--- src/rtl/vx_commit_wb_arbiter.sv ---
// Per-slot commit arbiter: round-robin with multi-packet lock over the execution-unit result
// streams, a registered writeback channel, and retire counters. Optional: VX_WB_THREAD_STATS_EN.
module vx_commit_wb_arbiter #(
    parameter int NUM_UNITS   = 4,
    parameter int NUM_THREADS = 4,
    parameter int NW_BITS     = 2,
    parameter int NR_BITS     = 6,
    parameter int XLEN        = 32,
    parameter int UUID_WIDTH  = 1,
    parameter int CTR_BITS    = 32
) (
    input  logic                                  clk,
    input  logic                                  reset,
    input  logic [NUM_UNITS-1:0]                  commit_valid,
    output logic [NUM_UNITS-1:0]                  commit_ready,
    input  logic [NUM_UNITS*UUID_WIDTH-1:0]       commit_uuid,
    input  logic [NUM_UNITS*NW_BITS-1:0]          commit_wid,
    input  logic [NUM_UNITS*NUM_THREADS-1:0]      commit_tmask,
    input  logic [NUM_UNITS*XLEN-1:0]             commit_pc,
    input  logic [NUM_UNITS-1:0]                  commit_wb,
    input  logic [NUM_UNITS*NR_BITS-1:0]          commit_rd,
    input  logic [NUM_UNITS*NUM_THREADS*XLEN-1:0] commit_data,
    input  logic [NUM_UNITS-1:0]                  commit_sop,
    input  logic [NUM_UNITS-1:0]                  commit_eop,
    output logic                                  wb_valid,
    output logic [UUID_WIDTH-1:0]                 wb_uuid,
    output logic [NW_BITS-1:0]                    wb_wid,
    output logic [NUM_THREADS-1:0]                wb_tmask,
    output logic [XLEN-1:0]                       wb_pc,
    output logic [NR_BITS-1:0]                    wb_rd,
    output logic [NUM_THREADS*XLEN-1:0]           wb_data,
    output logic                                  wb_eop,
    output logic [CTR_BITS-1:0]                   retire_count,
    output logic [CTR_BITS-1:0]                   thread_count
);

    localparam int PTR_W = (NUM_UNITS > 1) ? $clog2(NUM_UNITS) : 1;
    localparam int DW    = NUM_THREADS * XLEN;

    logic [PTR_W-1:0] rr_ptr, rr_ptr_n;
    logic             locked, locked_n;
    logic [PTR_W-1:0] lock_idx, lock_idx_n;

    logic [NUM_UNITS-1:0] grant;
    logic [PTR_W-1:0]     win_idx;
    logic                 found;
    int                   idx;
    logic                 fire;

    logic [UUID_WIDTH-1:0]  sel_uuid;
    logic [NW_BITS-1:0]     sel_wid;
    logic [NUM_THREADS-1:0] sel_tmask;
    logic [XLEN-1:0]        sel_pc;
    logic [NR_BITS-1:0]     sel_rd;
    logic [DW-1:0]          sel_data;
    logic                   sel_wb;
    logic                   sel_sop;
    logic                   sel_eop;

    // Winner search; a held lock pins the grant to the locked unit regardless of its valid.
    always_comb begin
        grant   = '0;
        win_idx = '0;
        found   = 1'b0;
        idx     = 0;
        if (!reset) begin
            if (locked) begin
                grant[lock_idx] = 1'b1;
                win_idx         = lock_idx;
            end else begin
                for (int i = 0; i < NUM_UNITS; i++) begin
                    idx = int'(rr_ptr) + i;
                    if (idx >= NUM_UNITS) idx = idx - NUM_UNITS;
                    if (!found && commit_valid[idx]) begin
                        found      = 1'b1;
                        grant[idx] = 1'b1;
                        win_idx    = PTR_W'(idx);
                    end
                end
            end
        end
    end

    assign commit_ready = grant;
    assign fire         = |(grant & commit_valid);

    // AND-OR mux of the granted unit's fields (grant is one-hot or zero).
    always_comb begin
        sel_uuid  = '0;
        sel_wid   = '0;
        sel_tmask = '0;
        sel_pc    = '0;
        sel_rd    = '0;
        sel_data  = '0;
        sel_wb    = 1'b0;
        sel_sop   = 1'b0;
        sel_eop   = 1'b0;
        for (int k = 0; k < NUM_UNITS; k++) begin
            sel_uuid  = sel_uuid  | ({UUID_WIDTH{grant[k]}} & commit_uuid[k*UUID_WIDTH +: UUID_WIDTH]);
            sel_wid   = sel_wid   | ({NW_BITS{grant[k]}} & commit_wid[k*NW_BITS +: NW_BITS]);
            sel_tmask = sel_tmask | ({NUM_THREADS{grant[k]}} &
                                     commit_tmask[k*NUM_THREADS +: NUM_THREADS]);
            sel_pc    = sel_pc    | ({XLEN{grant[k]}} & commit_pc[k*XLEN +: XLEN]);
            sel_rd    = sel_rd    | ({NR_BITS{grant[k]}} & commit_rd[k*NR_BITS +: NR_BITS]);
            sel_data  = sel_data  | ({DW{grant[k]}} & commit_data[k*DW +: DW]);
            sel_wb    = sel_wb    | (grant[k] & commit_wb[k]);
            sel_sop   = sel_sop   | (grant[k] & commit_sop[k]);
            sel_eop   = sel_eop   | (grant[k] & commit_eop[k]);
        end
    end

    always_comb begin
        rr_ptr_n   = rr_ptr;
        locked_n   = locked;
        lock_idx_n = lock_idx;
        if (fire) begin
            if (sel_eop) begin
                locked_n = 1'b0;
                rr_ptr_n = (win_idx == PTR_W'(NUM_UNITS - 1)) ? '0 : win_idx + 1'b1;
            end else if (sel_sop) begin
                locked_n   = 1'b1;
                lock_idx_n = win_idx;
            end
        end
    end

    always_ff @(posedge clk) begin
        if (reset) begin
            rr_ptr       <= '0;
            locked       <= 1'b0;
            lock_idx     <= '0;
            wb_valid     <= 1'b0;
            wb_uuid      <= '0;
            wb_wid       <= '0;
            wb_tmask     <= '0;
            wb_pc        <= '0;
            wb_rd        <= '0;
            wb_data      <= '0;
            wb_eop       <= 1'b0;
            retire_count <= '0;
        end else begin
            rr_ptr   <= rr_ptr_n;
            locked   <= locked_n;
            lock_idx <= lock_idx_n;
            wb_valid <= fire && sel_wb;
            if (fire && sel_wb) begin
                wb_uuid  <= sel_uuid;
                wb_wid   <= sel_wid;
                wb_tmask <= sel_tmask;
                wb_pc    <= sel_pc;
                wb_rd    <= sel_rd;
                wb_data  <= sel_data;
                wb_eop   <= sel_eop;
            end
            if (fire && sel_eop) retire_count <= retire_count + 1'b1;
        end
    end

`ifdef VX_WB_THREAD_STATS_EN
    logic [CTR_BITS-1:0] thread_cnt_q;

    always_ff @(posedge clk) begin
        if (reset) begin
            thread_cnt_q <= '0;
        end else if (fire && sel_eop) begin
            thread_cnt_q <= thread_cnt_q + CTR_BITS'($countones(sel_tmask));
        end
    end

    assign thread_count = thread_cnt_q;
`else
    assign thread_count = '0;
`endif

endmodule

--- config.mk ---
export PLATFORM = sky130hd
export DESIGN_NAME = vx_commit_wb_arbiter
export DESIGN_NICKNAME = d
export VERILOG_FILES = /design/src/rtl/vx_commit_wb_arbiter.sv
export SDC_FILE = /design/constraint.sdc
export NUM_CORES = 1
export LEC_CHECK = 0
export BUFFER_PORTS_ARGS = -buffer_cell sky130_fd_sc_hd__buf_2
export CORE_AREA = 4 4 368 370
export CTS_BUF_LIST = sky130_fd_sc_hd__clkbuf_8 sky130_fd_sc_hd__clkbuf_16
export CTS_CLUSTER_SIZE = 24
export DETAILED_ROUTE_END_ITERATION = 6
export DIE_AREA = 0 0 372 374
export GPL_TIMING_DRIVEN = 0
export PLACE_DENSITY_LB_ADDON = 0.25
export SYNTH_ARGS = -nofsm -noshare
export SYNTH_HDL_FRONTEND = slang
export SYNTH_SLANG_ARGS = --single-unit
export TNS_END_PERCENT = 100
--- constraint.sdc ---
create_clock -name clk -period 4.49 [get_ports clk]
set_clock_uncertainty 0.2 [all_clocks]
set_input_delay 0 -clock clk [delete_from_list [all_inputs] [get_ports clk]]
set_output_delay 0 -clock clk [all_outputs]
set_load 0.005 [all_outputs]
==> metrics.md, run 1 <==
| Metric | Value |
|---|---|
| First reported error | `[ERROR RSZ-0060] Max buffer count reached.` |
| Number of placed cells counting well taps | `4082` |
| Number of gates resized after cts | `125` |
| Number of synthesized flops with an enable pin | `0` |
| Last stage the flow got to | `4_1_cts` |
| GP Congestion | `0.924` |
| Starting utilization of the core area | `9.46%` |
| Boundary Pins | `953` |
| TritonCTS Buffers | `30` |
| Synth cell types | `59` |
| Most used DFF post-synth | `dfxtp_1` |
| Root buffer cell | `clkbuf_16` |
| Setup repair bufs after CTS | `2` |
| Fraction of synthesis flops using an asynchronous set or reset pin | `0%` |
| Number of synthesized register bits | `212` |
| Maximum buffer depth of the clock tree | `3` |
| Post-Synthesis Cells | `1359` |
| Synth Area per Inst | `9.23 sq um` |
| Result of the run | `stopped before the end` |
| Depth of the CTS H-tree | `1` |
| Quantity of I/O buffers inserted on ports | `917` |
| Placed instance area | `19600 sq um` |
| CTS Sinks | `212` |
| HPWL after detailed placement | `82500 microns` |
| Vert. Die Dim | `374 microns` |
| Synth Cell Area | `12500 sq um` |
| Post-cts hold buffer count | `828` |
| Sequential-to-total area share from yosys stat | `33.8%` |
| Cell row count | `134` |
| Yosys Warn Count | `0` |
| Width of the chip | `372 microns` |
-- Yosys cell counts (all sizes together), types with 8 or more instances --
library cell / n / area share (%)
mux2i: 182 / 15
a221oi: 174 / 12
nand2: 201 / 6.0
or4: 24 / 1.4
o21ai: 8 / 0.32
dfxtp: 212 / 34
a21oi: 30 / 1.2
buf: 75 / 4.7
o31ai: 21 / 1.3
and3: 15 / 0.75
nor2: 9 / 0.27
nand4: 11 / 0.55
nand3: 18 / 0.72
a22o: 173 / 12
clkbuf: 104 / 3.1
-- cell families after synthesis --
| kind of cell | Yosys count | share of synthesized area, % |
|---|---|---|
| buf+inv | 186 | 8.07 |
| other cells | 1 | 0.0299 |
| simple gates | 318 | 12.0 |
| fa+ha+maj | 5 | 0.499 |
| mux | 191 | 15.6 |
| compound gates | 445 | 29.9 |
| flops | 212 | 33.8 |
| xor+xnor | 1 | 0.0698 |
-- per-stage QoR --
stage	util, %	setup slack [ps]
global placement	14.7	-2110
detailed placement	14.8	-1250
floorplan	-	688
==> inputs of run 2 (changes only) <==
- CORE_AREA: 4 4 368 370 -> 4 4 373 375
- CTS_BUF_LIST: sky130_fd_sc_hd__clkbuf_8 sky130_fd_sc_hd__clkbuf_16 -> default
- CTS_CLUSTER_SIZE: 24 -> default
- DIE_AREA: 0 0 372 374 -> 0 0 377 379
- PLACE_DENSITY_LB_ADDON: 0.25 -> 0.15
==> run 2 against run 1 <==
  * The run now ends clean
  * Area after synthesis unchanged
  * Synthesized cell count unchanged
==> metrics.md, run 2 <==
| Metric | Value |
|---|---|
| Yosys Warn Count | `0` |
| Setup-violating endpoint count in the final report | `0` |
| Most used DFF post-synth | `dfxtp_1` |
| Synth Area per Inst | `9.23 sq um` |
| Worst reg2reg path endpoint | `wb_pc[2]` |
| Minimum period implied by the final worst setup slack | `4380 ps` |
| Via count of the first global-routing pass | `19600` |
| Number of synthesized register bits | `212` |
| Fraction of layout cells with a size suffix above 1 | `38.5%` |
| Congestion Overflow GR | `0` |
| Area of all placed cells without fillers | `28800 sq um` |
| Number of synthesized flops with an enable pin | `0` |
| Critical path endpoint category | `flop` |
| Number of antenna violations at the first check in global routing | `28` |
| Largest registers | `wb_data x128, retire_count x32, wb_pc x32` |
| Arrival time at the worst endpoint | `4630 ps` |
| Number of nets in the final layout | `3777` |
| Antenna-violating nets left | `0` |
| Clock transition at the registers of the reported paths | `60 ps` |
| Combined buffer and inverter count along the critical path | `9` |
| Power per unit of standard cell area | `420 nW/um^2` |
| Aggregate routed wire length | `108000 microns` |
| Clock tree from TritonCTS | `done` |
| Boundary Pins | `953` |
| First-pass GRT wire length | `143000 microns` |
| Core region area | `135000 sq um` |
| TritonCTS Buffers | `36` |
| Fin worst setup slack | `110 ps` |
| Worst-Skew Late Latency | `570 ps` |
| Leakage power figure | `13.4 nW` |
| Floorplan die area | `143000 sq um` |
| Area share of the largest cell type after synthesis | `33.8%` |
| Worst Reg-to-Reg Cells | `17` |
| DRC violations left | `0` |
| Peak supply drop | `0.215 mV` |
| Synth Cell Area | `12500 sq um` |
| Hold Path Depth | `4` |
| WS Path Type | `reg -> reg` |
| Delay of the slowest cell on the worst path | `470 ps` |
| Hold WC Path Type | `in -> reg` |
| Ordered cell list for the critical path | `clkbuf_4 -> buf_6 -> clkinvlp_4 -> ha_1 -> buf_4 -> or3b_4 -> a2111oi_4 -> o21ai_1 -> a31oi_4 -> buf_12 -> buf_4 -> nand2_1 -> a41o_4 -> buf_8 -> bufbuf_16 -> buf_8 -> mux2i_2` |
| Gate family responsible for the most delay along the worst path | `buffers and inverters` |
| Final Slew Violations | `0` |
| Initial DRC count | `728` |
| Final count of hold timing violations | `0` |
| Hold WS | `53.0 ps` |
| Unrepaired setup endpoints after global routing | `yes` |
| Accumulated negative setup slack | `0 ps` |
| Fmax | `228 MHz` |
| Cell type with the highest aggregate area in the netlist | `dfxtp_1` |
| Result of the run | `finished, final reports clean` |
| Depth of the CTS H-tree | `2` |
| Max-slew headroom at the worst pin | `16.2%` |
| Most frequent cells after synthesis | `dfxtp_1, nand2_1, mux2i_1` |
| Vert. Die Dim | `379 microns` |
| Overall fraction of global-route tracks in use | `14.0%` |
| Routed length per instance | `22.0 microns` |
| Largest net degree at the start of global routing | `13` |
| Synth cell types | `59` |
| Post-placement worst setup slack | `-1720 ps` |
| First-pass DRT Iterations | `5` |
| Quantity of I/O buffers inserted on ports | `917` |
| CTS Sinks | `212` |
| Placed instance area | `19500 sq um` |
| HPWL after detailed placement | `85700 microns` |
| Worst Setup Start Kind | `flop` |
| Cell with the most instances after synthesis | `dfxtp_1` |
| Internal reg-to-reg setup slack | `110 ps` |
| Maximum buffer depth of the clock tree | `3` |
| Max FFs per register | `128` |
| Transition time of the tightest slew-check pin | `1260 ps` |
| Starting utilization of the core area | `9.27%` |
| Hold wc startpoint | `commit_data[20]` |
| Leading cell type in the layout, fill and taps excluded | `buf_2` |
| Sequential-to-total area share from yosys stat | `33.8%` |
| Reg-to-reg startpoint | `rr_ptr[0]` |
| Post-layout utilization of the core | `21.3%` |
| Root buffer cell | `clkbuf_16` |
| Area grow syn2layout | `130%` |
| CP Max Fanout | `12` |
| Post-Synthesis Cells | `1359` |
| Most area-consuming cells after synthesis | `dfxtp_1, mux2i_1, a221oi_1` |
| Via count | `18400` |
| Max-capacitance violation count | `0` |
| Top reg by flops | `wb_data` |
| Cell row count | `135` |
| Most frequent cells in the layout | `buf_2, dlygate4sd3_1, dfxtp_1` |
| CP max stage cell | `a2111oi_4` |
| End of the worst hold path | `wb_data[20]` |
| Final clock period utilization by the worst path | `97.5%` |
| Ratio of routed vias to standard cells | `3.78` |
| Width of the chip | `377 microns` |
| Fraction of synthesis flops using an asynchronous set or reset pin | `0%` |
| Worst Path Required | `4740 ps` |
| GP Congestion | `0.842` |
## run 2: cell counts after synthesis
No cell type changed its count.
## run 2: metrics by stage
step           power [mW]  cells
2_1_floorplan        5.34   1390
3_3_place_gp         8.16   4088
3_5_place_dp         8.14   4089
4_1_cts              12.4   4868
5_1_grt              12.9   4876
6_report             12.1   4883
## run 2: logic make-up (layout without fill, tap and decap cells)
group	count (synthesis)	count (layout)	share of synthesized area (%)
AO/OA/AOI/OAI	445	445	29.9
AND/OR/NAND/NOR	318	318	12.0
flip-flops	212	212	33.8
multiplexers	191	191	15.6
buffers and inverters	186	1884	8.07
adder cells (fa/ha/maj)	5	5	0.499
other	1	46	0.0299
XOR/XNOR	1	1	0.0698
## run 2: how the worst max path moves through the flow
stage	to	from	cells past startpoint	slack (ps)
floorplan	retire_count[25]	rr_ptr[0]	14	690
global placement	wb_data[79]	rr_ptr[0]	14	-2410
detailed placement	wb_data[12]	rr_ptr[0]	14	-1720
CTS	wb_data[79]	rr_ptr[0]	16	9
global route	wb_pc[25]	rr_ptr[0]	15	-2
finish	wb_pc[2]	rr_ptr[0]	17	110
## run 2: routing by layer
metal	global-route usage, %	up-vias	routed length [microns]
met5	0	-	62
met4	7.30	12	5620
met3	3.23	186	7170
met2	23.6	793	51300
met1	16.6	8707	43400
li1	-	8738	-
## run 2: worst register-to-register path, delay by kind of cell (launching register included)
| kind | cells | cell delay [ps] |
|---|---|---|
| DFF | 1 | 360 |
| AOI/OAI and AO/OA | 4 | 1150 |
| muxes | 1 | 160 |
| buffers and inverters | 9 | 1610 |
| and+or+nand+nor | 2 | 490 |
| adders and majority gates | 1 | 280 |
## run 2: area by class of cell
class / instances / area (sq um)
timing repair buffer: 1635 / 11800
buffer: 178 / 1200
clock buffer: 44 / 1010
clock inverter: 20 / 283
fill: 14900 / 106000
antenna: 14 / 35.0
multi-input combinational: 992 / 7960
sequential: 212 / 4250
tap: 1781 / 2230
inverter: 7 / 30.0
## run 2: timing repair
item	CTS	global route
endpoints found under the hold margin	187	0
setup buffers	4	1
pin swaps	5	5
setup endpoints to repair	213	177
gates resized for setup	154	36
cloned	1	0
hold buffers	711	0
## run 2: report_power, final
group | internal [mW] | leakage (nW) | switching, mW
combinational | 2.77 | 11.1 | 3.65
sequential | 2.33 | 1.72 | 0.226
clock | 1.96 | 0.628 | 1.16
total | 7.05 | 13.4 | 5.03
No activity file was read; power rests on OpenSTA's default activity.
==> inputs of run 3 (changes only) <==
- BUFFER_PORTS_ARGS: -buffer_cell sky130_fd_sc_hd__buf_2 -> -buffer_cell sky130_fd_sc_hd__buf_4
==> run 3 against run 2 <==
  * Worst setup slack improved by 97 ps
  * Sequential share of layout area fell by 0.97 points
  * Sequential power is essentially flat
  * Non-clock buffer count is 8 lower
  * Routed wire length increased by 2.4%
  * Final cell count fell by 0.23%
  * Fmax grew 2.3%
  * Critical path depth fell by 3
  * Die area did not move
==> metrics.md, run 3 (same netlist as run 2, synthesis figures left out) <==
| Metric | Value |
|---|---|
| CP Max Fanout | `10` |
| Reg-to-reg startpoint | `rr_ptr[0]` |
| Vert. Die Dim | `379 microns` |
| Number of antenna violations at the first check in global routing | `20` |
| Post-layout instance count excluding filler cells | `4872` |
| HPWL after detailed placement | `88000 microns` |
| Clock tree from TritonCTS | `done` |
| Cell row count | `135` |
| Overall fraction of global-route tracks in use | `14.4%` |
| Via count of the first global-routing pass | `20000` |
| Root buffer cell | `clkbuf_16` |
| Arrival time at the worst endpoint | `4520 ps` |
| Floorplan die area | `143000 sq um` |
| Core region area | `135000 sq um` |
| Most frequent cells in the layout | `buf_4, dlygate4sd3_1, dfxtp_1` |
| Max-capacitance violation count | `0` |
| Critical path endpoint category | `flop` |
| Fmax | `234 MHz` |
| Post-layout utilization of the core | `22.8%` |
| WS Path Type | `reg -> reg` |
| Setup-violating endpoint count in the final report | `0` |
| Hold WC Path Type | `in -> reg` |
| Post-placement worst setup slack | `-1880 ps` |
| TritonCTS Buffers | `35` |
| End of the worst hold path | `rr_ptr[1]` |
| Worst Setup Start Kind | `flop` |
| Boundary Pins | `953` |
| Worst Reg-to-Reg Cells | `14` |
| Antenna-violating nets left | `0` |
| Peak supply drop | `0.196 mV` |
| Width of the chip | `377 microns` |
| Hold Path Depth | `6` |
| DRC violations left | `0` |
| First-pass GRT wire length | `147000 microns` |
| Accumulated negative setup slack | `0 ps` |
| Routed length per instance | `22.6 microns` |
| GP Congestion | `0.836` |
| Worst Path Required | `4730 ps` |
| Ordered cell list for the critical path | `buf_8 -> clkinvlp_4 -> ha_1 -> clkbuf_4 -> mux2_2 -> and3_1 -> a2111oi_4 -> o32ai_4 -> o21a_2 -> clkbuf_8 -> clkbuf_2 -> a22o_1 -> a221oi_1 -> mux2i_1` |
| Internal reg-to-reg setup slack | `210 ps` |
| Starting utilization of the core area | `9.27%` |
| Unrepaired setup endpoints after global routing | `yes` |
| Top reg by flops | `wb_data` |
| Max-slew headroom at the worst pin | `13.7%` |
| Minimum period implied by the final worst setup slack | `4280 ps` |
| Number of placed cells counting well taps | `4090` |
| Maximum buffer depth of the clock tree | `3` |
| Leading cell type in the layout, fill and taps excluded | `buf_4` |
| Fraction of layout cells with a size suffix above 1 | `38.2%` |
| Worst reg2reg path endpoint | `wb_data[125]` |
| Initial DRC count | `820` |
| Final clock period utilization by the worst path | `95.4%` |
| Largest registers | `wb_data x128, retire_count x32, wb_pc x32` |
| Hold wc startpoint | `commit_eop[3]` |
| Leakage power figure | `13.9 nW` |
| Depth of the CTS H-tree | `2` |
| Congestion Overflow GR | `0` |
| First-pass DRT Iterations | `5` |
| Area grow syn2layout | `146%` |
| CP max stage cell | `a2111oi_4` |
| Final Slew Violations | `0` |
| Power per unit of standard cell area | `398 nW/um^2` |
| CTS Sinks | `212` |
| Max FFs per register | `128` |
| Fin worst setup slack | `208 ps` |
| Via count | `18400` |
| Quantity of I/O buffers inserted on ports | `917` |
| Largest net degree at the start of global routing | `20` |
| Result of the run | `finished, final reports clean` |
| Worst-Skew Late Latency | `560 ps` |
| Final count of hold timing violations | `0` |
| Clock transition at the registers of the reported paths | `60 ps` |
| Ratio of routed vias to standard cells | `3.78` |
| Delay of the slowest cell on the worst path | `420 ps` |
| Number of nets in the final layout | `3768` |
| Transition time of the tightest slew-check pin | `1290 ps` |
| Aggregate routed wire length | `110000 microns` |
==> run 3: cell types whose count changed in the layout (fill, tap and decap cells not counted), sizes merged, moves of 3 or more <==
cell	before	now
buf	996	999
bufinv	6	2
clkbuf	149	158
clkinv	9	5
diode	14	11
dlygate4sd3	711	701
==> run 3: layout make-up <==
| cell class | instances | area, sq um |
|---|---|---|
| multi-input cells | 992 | 7920 |
| diodes | 11 | 27.5 |
| fillers | 14700 | 104000 |
| clock inverters | 11 | 135 |
| clock buffers | 53 | 1060 |
| repair buffers | 1628 | 14000 |
| plain buffers | 177 | 1170 |
| flip-flops and latches | 212 | 4250 |
| inverters | 7 | 30.0 |
| well taps | 1781 | 2230 |
==> run 3: layer usage <==
layer / vias up / global-route usage, % / part of all wire, %
li1: 8723 / - / -
met1: 8738 / 16.7 / 39
met2: 763 / 25.2 / 49
met3: 175 / 3.41 / 6.5
met4: 14 / 6.67 / 4.8
met5: - / 0 / 0.087
==> run 3: worst max-delay path by stage <==
| stage | from | to | depth (start not counted) |
|---|---|---|---|
| floorplan | rr_ptr[0] | retire_count[25] | 14 |
| global route | rr_ptr[0] | retire_count[29] | 14 |
| finish | rr_ptr[0] | wb_data[125] | 14 |
| CTS | rr_ptr[0] | wb_pc[21] | 15 |
| global placement | rr_ptr[0] | wb_data[79] | 14 |
| detailed placement | rr_ptr[0] | wb_data[12] | 14 |
==> run 3: report_power, final <==
group / internal, mW / total, mW / switching, mW
clock: 1.76 / 2.86 / 1.10
combinational: 3.14 / 6.82 / 3.68
sequential: 2.33 / 2.58 / 0.255
total: 7.22 / 12.3 / 5.04
==> run 3: critical path: cells and delay by family (launching register included) <==
kind	cells	cell delay, ps
compound gates	5	1480
fa+ha+maj	1	270
buf+inv	5	970
flops	1	410
mux	2	520
simple gates	1	220
==> run 3: metrics by stage <==
| step | power [mW] | cell area [sq um] | hold WS (ps) |
|---|---|---|---|
| 2_1_floorplan | 5.34 | 12700 | -7.70 |
| 3_3_place_gp | 8.64 | 21800 | 87.4 |
| 3_5_place_dp | 8.63 | 21800 | 94.8 |
| 4_1_cts | 12.6 | 30700 | 0.579 |
| 5_1_grt | 13.1 | 30800 | 32.0 |
| 6_report | 12.3 | 30800 | 7.78 |
==> run 3: repair_timing <==
| action | 4_1_cts | 5_1_grt |
|---|---|---|
| setup endpoints to repair | 215 | 205 |
| hold buffers | 700 | 1 |
| gates resized for setup | 145 | 23 |
| gates cloned | 1 | 0 |
| pin swaps | 5 | 4 |
| endpoints found under the hold margin | 184 | 3 |
| buffers inserted | 6 | 1 |
==> inputs of run 4 (changes only) <==
- clock period: 4.49 -> 5.3 ns (I/O delays scaled with it)
==> run 4 against run 3 <==
  * Combinational power decreased by 19%
  * Clock power fell by 15%
  * Clock-buffer cell count is the same
  * Non-clock buffer count is 15 lower
  * Utilization fell by 0.45 points
  * Largest cell class unchanged
  * Worst hold slack better by 29 ps
  * Critical path depth did not move
  * Sequential power shrank 15%
==> metrics.md, run 4 (same netlist as run 2, synthesis figures left out) <==
| Metric | Value |
|---|---|
| Hold Path Depth | `5` |
| Number of antenna violations at the first check in global routing | `22` |
| Largest net degree at the start of global routing | `11` |
| CTS Sinks | `212` |
| Area grow syn2layout | `141%` |
| Arrival time at the worst endpoint | `5370 ps` |
| Minimum period implied by the final worst setup slack | `5070 ps` |
| Delay of the slowest cell on the worst path | `620 ps` |
| Quantity of I/O buffers inserted on ports | `917` |
| Fmax | `197 MHz` |
| First-pass GRT wire length | `146000 microns` |
| Root buffer cell | `clkbuf_16` |
| Number of placed cells counting well taps | `4090` |
| Final Slew Violations | `0` |
| Starting utilization of the core area | `9.27%` |
| Maximum buffer depth of the clock tree | `3` |
| Max-slew headroom at the worst pin | `13.2%` |
| Total Power Consumption | `10.2 mW` |
| Critical path endpoint category | `flop` |
| Via count of the first global-routing pass | `19900` |
| Vert. Die Dim | `379 microns` |
| Ratio of routed vias to standard cells | `3.79` |
| GP Congestion | `0.836` |
| Largest registers | `wb_data x128, retire_count x32, wb_pc x32` |
| Unrepaired setup endpoints after global routing | `no` |
| Final clock period utilization by the worst path | `95.6%` |
| Reg-to-reg startpoint | `rr_ptr[0]` |
| Antenna-violating nets left | `0` |
| Cell depth of the worst setup path | `14` |
| Final count of hold timing violations | `0` |
| Clock tree from TritonCTS | `done` |
| Leading cell type in the layout, fill and taps excluded | `buf_4` |
| Via count | `18400` |
| Worst Setup Start Kind | `flop` |
| Worst Reg-to-Reg Cells | `14` |
| Boundary Pins | `953` |
| Leakage power figure | `13.6 nW` |
| Congestion Overflow GR | `0` |
| Floorplan die area | `143000 sq um` |
| Max FFs per register | `128` |
| Max-capacitance violation count | `0` |
| Peak supply drop | `0.165 mV` |
| Gate family responsible for the most delay along the worst path | `buffers and inverters` |
| Setup-violating endpoint count in the final report | `0` |
| Number of nets in the final layout | `3753` |
| Ordered cell list for the critical path | `buf_2 -> buf_4 -> inv_1 -> ha_1 -> buf_2 -> mux2_2 -> mux2i_4 -> a2111oi_2 -> o32ai_1 -> o21a_1 -> clkbuf_2 -> a221oi_1 -> dlygate4sd3_1 -> mux2i_1` |
| WS Path Type | `reg -> reg` |
| Post-placement worst setup slack | `-1070 ps` |
| Most frequent cells in the layout | `buf_4, dlygate4sd3_1, dfxtp_1` |
| Depth of the CTS H-tree | `2` |
| Combined buffer and inverter count along the critical path | `6` |
| Filler cells | `14800` |
| Hold WC Path Type | `in -> reg` |
| Internal reg-to-reg setup slack | `230 ps` |
| DRC violations left | `0` |
| Fin worst setup slack | `232 ps` |
| Top reg by flops | `wb_data` |
| Clock transition at the registers of the reported paths | `60 ps` |
| Cell row count | `135` |
| End of the worst hold path | `retire_count[7]` |
| CP max stage cell | `dlygate4sd3_1` |
| HPWL after detailed placement | `88000 microns` |
| Worst-Skew Late Latency | `570 ps` |
| Fraction of layout cells with a size suffix above 1 | `36.3%` |
| Footprint of the multi-input gates | `7610 sq um` |
| Aggregate routed wire length | `110000 microns` |
| Cell mode on critical path | `buf_2` |
| CP Max Fanout | `10` |
| Transition time of the tightest slew-check pin | `1300 ps` |
| Routed length per instance | `22.5 microns` |
| Hold wc startpoint | `commit_eop[1]` |
| Setup repair bufs after CTS | `0` |
| Worst reg2reg path endpoint | `wb_data[69]` |
| Post-layout instance count excluding filler cells | `4859` |
| Worst Path Required | `5600 ps` |
| Overall fraction of global-route tracks in use | `14.3%` |
| Core region area | `135000 sq um` |
| Total area of sequential cells | `4240 sq um` |
| Result of the run | `finished, final reports clean` |
| Initial DRC count | `760` |
| Power per unit of standard cell area | `336 nW/um^2` |
| First-pass DRT Iterations | `5` |
| Width of the chip | `377 microns` |
| TritonCTS Buffers | `35` |
## run 4: cell types whose count changed in the layout (fill, tap and decap cells not counted), moves of 3 or more
cell	previous run	this run
buf_4	958	952
a221oi_1	130	155
clkbuf_1	64	83
a221oi_4	12	7
buf_1	3	6
buf_2	15	18
clkbuf_2	29	19
clkbuf_4	12	7
buf_8	13	10
clkbuf_8	17	11
dlygate4sd3_1	701	692
a221oi_2	32	12
## run 4: per-stage QoR
step | utilization (%) | hold slack, ps | setup TNS (ps) | area (sq um)
global route | 22.3 | 32.0 | 0 | 30200
global placement | 16.1 | 87.4 | -124450 | 21800
floorplan | - | -7.70 | 0 | 12700
CTS | 22.3 | 8.28 | 0 | 30200
detailed placement | 16.1 | 94.8 | -35870 | 21800
finish | 22.3 | 36.7 | 0 | 30200
## run 4: final cells by class
| type | instances | share of cell area (%) |
|---|---|---|
| inverters | 7 | 0.0869 |
| plain buffers | 179 | 3.49 |
| clock inverters | 11 | 0.447 |
| repair buffers | 1611 | 45.8 |
| multi-input cells | 992 | 25.2 |
| well taps | 1781 | 7.37 |
| flip-flops and latches | 212 | 14.0 |
| diodes | 13 | 0.108 |
| clock buffers | 53 | 3.52 |
## run 4: worst register-to-register path: stages, from the launching register on
cell,delay [ps]
dfxtp_1,400
buf_2,200
buf_4,210
inv_1,180
ha_1,320
buf_2,210
mux2_2,420
mux2i_4,260
a2111oi_2,130
o32ai_1,590
o21a_1,530
clkbuf_2,450
a221oi_1,180
dlygate4sd3_1,620
mux2i_1,120
## run 4: worst max-delay path by stage
stage	startpoint	to	slack (ps)
3_3_place_gp	rr_ptr[0]	wb_data[79]	-1540
3_5_place_dp	rr_ptr[0]	wb_data[12]	-1070
2_1_floorplan	rr_ptr[0]	retire_count[25]	1500
6_report	rr_ptr[0]	wb_data[69]	230
4_1_cts	rr_ptr[0]	wb_data[69]	30
5_1_grt	rr_ptr[0]	wb_data[92]	2
## run 4: what timing repair did
item / in CTS / in global routing
endpoints found under the setup margin: 144 / 164
gates resized for setup: 47 / 29
hold buffers: 692 / 0
endpoints found under the hold margin: 184 / 0
cloned: 0 / 0
## run 4: per-layer routing
| metal | global-route usage, % | vias to the layer above | share of wire (%) |
|---|---|---|---|
| li1 | - | 8704 | - |
| met1 | 16.7 | 8733 | 39 |
| met2 | 25.1 | 810 | 49 |
| met3 | 3.30 | 165 | 6.8 |
| met4 | 6.33 | 14 | 4.6 |
| met5 | 0 | - | 0.089 |
## run 4: where the power goes
group | switching (mW) | total, mW | internal [mW] | leakage (nW)
logic | 3.04 | 5.54 | 2.50 | 11.3
clock network | 0.937 | 2.43 | 1.49 | 0.580
registers | 0.213 | 2.19 | 1.97 | 1.72
